[config.mk]
export PLATFORM = sky130hd
export DESIGN_NAME = reg_file_mp
export DESIGN_NICKNAME = d
export VERILOG_FILES = /design/src/rtl/reg_file_pkg.sv /design/src/rtl/reg_file_scoreboard.sv /design/src/rtl/reg_file_mp.sv
export SDC_FILE = /design/constraint.sdc
export NUM_CORES = 1
export LEC_CHECK = 0
export BUFFER_PORTS_ARGS = -buffer_cell sky130_fd_sc_hd__buf_2
export CAP_MARGIN = 20
export CORE_MARGIN = 10
export CORE_UTILIZATION = 60
export DETAILED_ROUTE_END_ITERATION = 12
export PLACE_DENSITY = 0.77
export REMOVE_ABC_BUFFERS = 1
export SETUP_SLACK_MARGIN = 0.4
export SLEW_MARGIN = 10
export SYNTH_ARGS = -nofsm -noshare
export SYNTH_HDL_FRONTEND = slang
export SYNTH_SLANG_ARGS = --single-unit
[constraint.sdc]
create_clock -name clk -period 4.2 [get_ports clk]
set_input_delay 0.21 -clock clk [delete_from_list [all_inputs] [get_ports clk]]
set_output_delay 0.21 -clock clk [all_outputs]
set_load 0.02 [all_outputs]
[src/rtl/reg_file_pkg.sv]
// ----------------------------------------------------------------------------
// reg_file_pkg
// Shared definitions for the multi-port register file: default geometry,
// register data/address types, the write-port count and the helper that
// resolves which write port owns a given register when both ports hit it.
// Used by: reg_file_mp, reg_file_scoreboard.
// ----------------------------------------------------------------------------
package reg_file_pkg;

    localparam int DEF_DATA_W = 16;
    localparam int DEF_DEPTH  = 16;
    localparam int DEF_NUM_RD = 2;
    localparam int DEF_ADDR_W = $clog2(DEF_DEPTH);

    // Port 0 = ALU result, port 1 = load result.
    localparam int WR_PORTS = 2;

    typedef logic [DEF_DATA_W-1:0] reg_data_t;
    typedef logic [DEF_ADDR_W-1:0] reg_addr_t;

    // Outcome of write-port arbitration for one target register.
    typedef struct packed {
        logic hit;   // at least one port writes this target
        logic sel;   // winning port index (load port beats ALU port)
    } wr_pick_t;

    function automatic wr_pick_t wr_priority(input logic [WR_PORTS-1:0] hit);
        wr_pick_t pick;
        pick.hit = |hit;
        pick.sel = hit[1];
        return pick;
    endfunction

endpackage

[src/rtl/reg_file_scoreboard.sv]
// ----------------------------------------------------------------------------
// reg_file_scoreboard
// One pending flag per register. A flag is set when decode allocates the
// register as a destination and cleared when either writeback port writes it;
// allocation wins over a same-cycle write. Each read port looks up the flag
// of the register it addresses.
// Ports:
//   clk, rst_n      clock, asynchronous active-low reset
//   i_alloc_en      allocate i_alloc_addr this cycle
//   i_alloc_addr    destination register being allocated
//   i_wr_en         per-write-port enables
//   i_wr_addr       per-write-port addresses, port j at [j*ADDR_W +: ADDR_W]
//   i_rd_addr       per-read-port addresses, port i at [i*ADDR_W +: ADDR_W]
//   o_busy          pending flag of the register addressed by each read port
// ----------------------------------------------------------------------------
module reg_file_scoreboard
    import reg_file_pkg::*;
#(
    parameter  int DEPTH    = DEF_DEPTH,
    parameter  int NUM_RD   = DEF_NUM_RD,
    parameter  int ZERO_REG = 1,
    localparam int ADDR_W   = $clog2(DEPTH)
) (
    input  logic                       clk,
    input  logic                       rst_n,
    input  logic                       i_alloc_en,
    input  logic [ADDR_W-1:0]          i_alloc_addr,
    input  logic [WR_PORTS-1:0]        i_wr_en,
    input  logic [WR_PORTS*ADDR_W-1:0] i_wr_addr,
    input  logic [NUM_RD*ADDR_W-1:0]   i_rd_addr,
    output logic [NUM_RD-1:0]          o_busy
);

    logic [DEPTH-1:0] w_pending;

    genvar gi;
    generate
        for (gi = 0; gi < DEPTH; gi++) begin : g_pend
            if (ZERO_REG != 0 && gi == 0) begin : g_zero
                // The hardwired zero register can never be awaited.
                assign w_pending[gi] = 1'b0;
            end else begin : g_flop
                logic r_pending;
                logic w_set;
                logic w_clr;

                assign w_set = i_alloc_en && (i_alloc_addr == ADDR_W'(gi));
                assign w_clr = (i_wr_en[0] && (i_wr_addr[0 +: ADDR_W] == ADDR_W'(gi)))
                            || (i_wr_en[1] && (i_wr_addr[ADDR_W +: ADDR_W] == ADDR_W'(gi)));

                // Set has priority: a new producer was issued while the old
                // result is retiring, so the register is still awaited.
                always_ff @(posedge clk or negedge rst_n) begin
                    if (!rst_n) begin
                        r_pending <= 1'b0;
                    end else if (w_set) begin
                        r_pending <= 1'b1;
                    end else if (w_clr) begin
                        r_pending <= 1'b0;
                    end
                end

                assign w_pending[gi] = r_pending;
            end
        end

        for (gi = 0; gi < NUM_RD; gi++) begin : g_busy
            assign o_busy[gi] = w_pending[i_rd_addr[gi*ADDR_W +: ADDR_W]];
        end
    endgenerate

endmodule

[src/rtl/reg_file_mp.sv]
// ----------------------------------------------------------------------------
// reg_file_mp
// Clocked multi-port register file with two prioritised write ports (ALU,
// load), NUM_RD combinational read ports, optional hardwired zero register
// and a pending scoreboard used by decode for hazard stalls.
// Ports:
//   clk, rst_n      clock, asynchronous active-low reset
//   i_rd_addr       read addresses, port i at [i*ADDR_W +: ADDR_W]
//   o_rd_data       read data, port i at [i*DATA_W +: DATA_W]
//   o_rd_busy       register addressed by port i awaits a pending write
//   i_wr_en         write enables, bit 0 = ALU, bit 1 = load
//   i_wr_addr       write addresses, port j at [j*ADDR_W +: ADDR_W]
//   i_wr_data       write data, port j at [j*DATA_W +: DATA_W]
//   i_alloc_en      mark i_alloc_addr pending
//   i_alloc_addr    destination register being allocated
// Build option: define REG_FILE_MP_BYPASS_EN to forward same-cycle write data
// to matching read ports (load port first) and suppress their busy flag.
// ----------------------------------------------------------------------------
module reg_file_mp
    import reg_file_pkg::*;
#(
    parameter  int DATA_W   = DEF_DATA_W,
    parameter  int DEPTH    = DEF_DEPTH,
    parameter  int NUM_RD   = DEF_NUM_RD,
    parameter  int ZERO_REG = 1,
    localparam int ADDR_W   = $clog2(DEPTH)
) (
    input  logic                       clk,
    input  logic                       rst_n,
    input  logic [NUM_RD*ADDR_W-1:0]   i_rd_addr,
    output logic [NUM_RD*DATA_W-1:0]   o_rd_data,
    output logic [NUM_RD-1:0]          o_rd_busy,
    input  logic [WR_PORTS-1:0]        i_wr_en,
    input  logic [WR_PORTS*ADDR_W-1:0] i_wr_addr,
    input  logic [WR_PORTS*DATA_W-1:0] i_wr_data,
    input  logic                       i_alloc_en,
    input  logic [ADDR_W-1:0]          i_alloc_addr
);

    logic [DEPTH-1:0][DATA_W-1:0] w_regs;
    logic [NUM_RD-1:0]            w_sb_busy;

    reg_file_scoreboard #(
        .DEPTH    (DEPTH),
        .NUM_RD   (NUM_RD),
        .ZERO_REG (ZERO_REG)
    ) u_scoreboard (
        .clk          (clk),
        .rst_n        (rst_n),
        .i_alloc_en   (i_alloc_en),
        .i_alloc_addr (i_alloc_addr),
        .i_wr_en      (i_wr_en),
        .i_wr_addr    (i_wr_addr),
        .i_rd_addr    (i_rd_addr),
        .o_busy       (w_sb_busy)
    );

    genvar gi;
    generate
        // Storage: one register per entry, written by the winning port.
        for (gi = 0; gi < DEPTH; gi++) begin : g_reg
            if (ZERO_REG != 0 && gi == 0) begin : g_zero
                assign w_regs[gi] = '0;
            end else begin : g_flop
                logic [DATA_W-1:0]   r_q;
                logic [WR_PORTS-1:0] w_hit;
                wr_pick_t            w_pick;

                assign w_hit[0] = i_wr_en[0] && (i_wr_addr[0 +: ADDR_W] == ADDR_W'(gi));
                assign w_hit[1] = i_wr_en[1] && (i_wr_addr[ADDR_W +: ADDR_W] == ADDR_W'(gi));
                assign w_pick   = wr_priority(w_hit);

                always_ff @(posedge clk or negedge rst_n) begin
                    if (!rst_n) begin
                        r_q <= '0;
                    end else if (w_pick.hit) begin
                        r_q <= w_pick.sel ? i_wr_data[DATA_W +: DATA_W]
                                          : i_wr_data[0 +: DATA_W];
                    end
                end

                assign w_regs[gi] = r_q;
            end
        end

        // Read ports.
        for (gi = 0; gi < NUM_RD; gi++) begin : g_rd
            logic [ADDR_W-1:0] w_ra;
            logic [DATA_W-1:0] w_arr;

            assign w_ra  = i_rd_addr[gi*ADDR_W +: ADDR_W];
            assign w_arr = w_regs[w_ra];
`ifdef REG_FILE_MP_BYPASS_EN
            logic [WR_PORTS-1:0] w_hit;
            wr_pick_t            w_pick;
            logic                w_fwd;

            assign w_hit[0] = i_wr_en[0] && (i_wr_addr[0 +: ADDR_W] == w_ra);
            assign w_hit[1] = i_wr_en[1] && (i_wr_addr[ADDR_W +: ADDR_W] == w_ra);
            assign w_pick   = wr_priority(w_hit);
            // No forwarding while reset is held (outputs must read zero) or
            // for the hardwired zero register.
            assign w_fwd    = rst_n && w_pick.hit && !((ZERO_REG != 0) && (w_ra == '0));

            assign o_rd_data[gi*DATA_W +: DATA_W] =
                !w_fwd      ? w_arr :
                w_pick.sel  ? i_wr_data[DATA_W +: DATA_W] : i_wr_data[0 +: DATA_W];
            assign o_rd_busy[gi] = w_sb_busy[gi] && !w_fwd;
`else
            assign o_rd_data[gi*DATA_W +: DATA_W] = w_arr;
            assign o_rd_busy[gi] = w_sb_busy[gi];
`endif
        end
    endgenerate

endmodule
==> results.cfg <==
[timing]
setup_violations = 0
fin_tns_setup_ns = 0
tightest_slew_ns = 1.14
relSlewSlack_pct = 23.8
slew_viol_final = 0
rsz0062_at_grt = false
skew_ns = 0
final_hold_viol_count = 0
timing.final.ws_setup_ns = 1.39
fmax_ghz = 0.356
finalCritPeriodShare_pct = 67.0
final.min_clock_period_ns = 2.81

[clock_tree]
path_clk_slew_ns = 0.06
cts.htree.levels = 1
clockBufferDepth = 3
cts_setup_buffers = 0
cts_tree = built
cts-buffers-inserted = 28
clkLatencyLatePin_ns = 0.54
clkSinkCount = 255
cts_root_buf = clkbuf_16

[floorplanning]
die_w_um = 184
die-area_um2 = 33900
die_h_um = 184
rows = 59
ioPinCount = 91
design.core.area_um2 = 26300
initial_core_util_pct = 61.4

[cells_and_area]
nNetsFinal = 1614
antenna_cells = 0
fill_cells = 2026
final_area_um2 = 17600
stdcell_count = 1913
drive_gt1_share_pct = 21.0
area_growth_pct = 8.74

[pwr]
power_frac_seq_pct = 43.3
peakVddDrop_mv = 0.346
p_leak_nw = 7.36
pwr-share-clk_pct = 30.1
switching_power_mw = 2.59
internal_power_mw = 5.71
swShare_pct = 31.2
combPwrFrac_pct = 26.6
pwr_density_cell_nw_per_um2 = 473

[logic_synthesis]
synth.area.top_cells = dfrtp_1, mux2i_1, mux4_2
synth_seq_cells = 255
yosysWarnings = 0
yosysUniqueCellTypes = 36
syn_area_um2 = 16100
synth_common_cells = mux2i_1, dfrtp_1, nor2_1
syn_inst = 1549
synth_area_leader_cell = dfrtp_1
synth_edf_count = 0
yosysTopAreaCellShare_pct = 39.5
synth_ff_type = dfrtp_1
synth_seq_area_share_pct = 39.5
async_reset_ff_share_pct = 100
syn_area_per_cell_um2 = 10.4
yosysMostFrequentCell = mux2i_1

[placement]
pre_cts_ws_ns = 1.42
place_hpwl_mm = 30.6
io_buffers = 90
gp_congestion = 0.886
placed_cell_area_um2 = 16600
place_inst = 1858

[detailed_routing]
drt_iter0_drc = 1716
wirelength_mm = 51.8
highest_layer = met4
routedWlPerCell_um = 27.1
drt-met1-wl_mm = 20.0
met2_length_mm = 23.2
drcViolationCount = 0
ant_nets = 0
vias = 13400
met3_length_mm = 6.46
firstDrtPassIters = 5
vias_per_cell = 6.99

[worst_setup_path]
crit_path_end_kind = output pin
startpoint_type = input port
crit_required_ns = 3.99
critPathArrivalTime_ns = 2.60
cp_max_fo = 25
critical_path_class = input port to output pin

[global_route]
grt_max_degree = 125
track_usage_pct = 30.5
grt_pass1_wl_mm = 79.5
grt_overflow = 0
grt_antenna_before_repair = 0
grt_pass1_vias = 13200

[min_path]
hp-class = input port to register

[status]
status = completed

[run]
max_cap_violations = 0
==> sequential cells by signal, indices dropped and copies added, names as in the netlist <==
name / cells
g.g_flop.r_q: 240
u_scoreboard.g_pend.g_flop.r_pending: 15
==> final cells by class <==
type / instances / area (um^2) / share of cell area, %
Clock inverter: 8 / 90.1 / 0.513
Tap cell: 335 / 419 / 2.39
Multi-Input combinational cell: 1131 / 8980 / 51.1
Sequential cell: 255 / 6380 / 36.3
Clock buffer: 43 / 828 / 4.72
Timing Repair Buffer: 134 / 833 / 4.75
Inverter: 7 / 26.3 / 0.150
==> metrics by stage <==
step | hold slack, ns | power, mW | util [%]
after floorplan | -0.0856 | 5.02 | -
after global placement | 0.398 | 5.66 | 63.2
after detailed placement | 0.400 | 5.79 | 63.2
after CTS | 0.0300 | 8.27 | 66.8
after global routing | 0.0451 | 8.68 | 66.8
final | 0.0434 | 8.30 | 66.8
==> cell families after synthesis <==
group,synth area share [%]
muxes,32.4
AOI/OAI and AO/OA,13.1
buffers and inverters,4.91
DFF,39.5
and+or+nand+nor,10.0
==> critical path: stages <==
cell and delay (ns):
buf_2 0.59, nor2b_2 0.67, buf_4 0.32, a221o_1 0.20
a21oi_1 0.07, o211ai_1 0.29, buf_2 0.23
==> routing by layer <==
metal / global-route usage [%] / vias to the layer above
met2: 45.6 / 914
met4: 12.9 / 0
met5: 0 / -
li1: - / 5688
met1: 41.7 / 6605
met3: 7.35 / 162
==> power groups by stage <==
stage	Sequential [mW]	Clock [mW]	Combinational [mW]
after floorplan	3.43	0	1.58
after global placement	3.55	0	2.11
after detailed placement	3.60	0	2.19
after CTS	3.57	2.50	2.20
after global routing	3.67	2.61	2.40
final	3.59	2.50	2.21
==> timing repair <==
item                      in CTS  in global routing
hold endpoints to repair     123                  0
gates resized for setup        0                  0
hold buffers                   4                  0
==> cell usage in the layout (no fill, tap or decap), drive strengths merged, types with 43 or more instances in the layout <==
cell,instances
o21ai,74
clkbuf,43
mux4,90
buf,130
nor2,214
nand2,98
a21oi,201
mux2,53
dfrtp,255
mux2i,261
==> worst paths after layout <==
kind,start,endpoint,slack (ns),cells past startpoint
setup / recovery,i_rd_addr[5],o_rd_data[17],1.39,7
hold / removal,i_wr_data[23],g_reg[12].g_flop.r_q[7],0.04,3
setup reg to reg,g_reg[13].g_flop.r_q[15],g_reg[13].g_flop.r_q[15],3.37,2
hold reg to reg,u_scoreboard.g_pend[3].g_flop.r_pending,u_scoreboard.g_pend[3].g_flop.r_pending,0.56,1
max in group asynchronous,rst_n,g_reg[6].g_flop.r_q[2],2.76,3
min in group asynchronous,rst_n,g_reg[7].g_flop.r_q[9],0.37,2
Power figures use the tool's default switching activity.
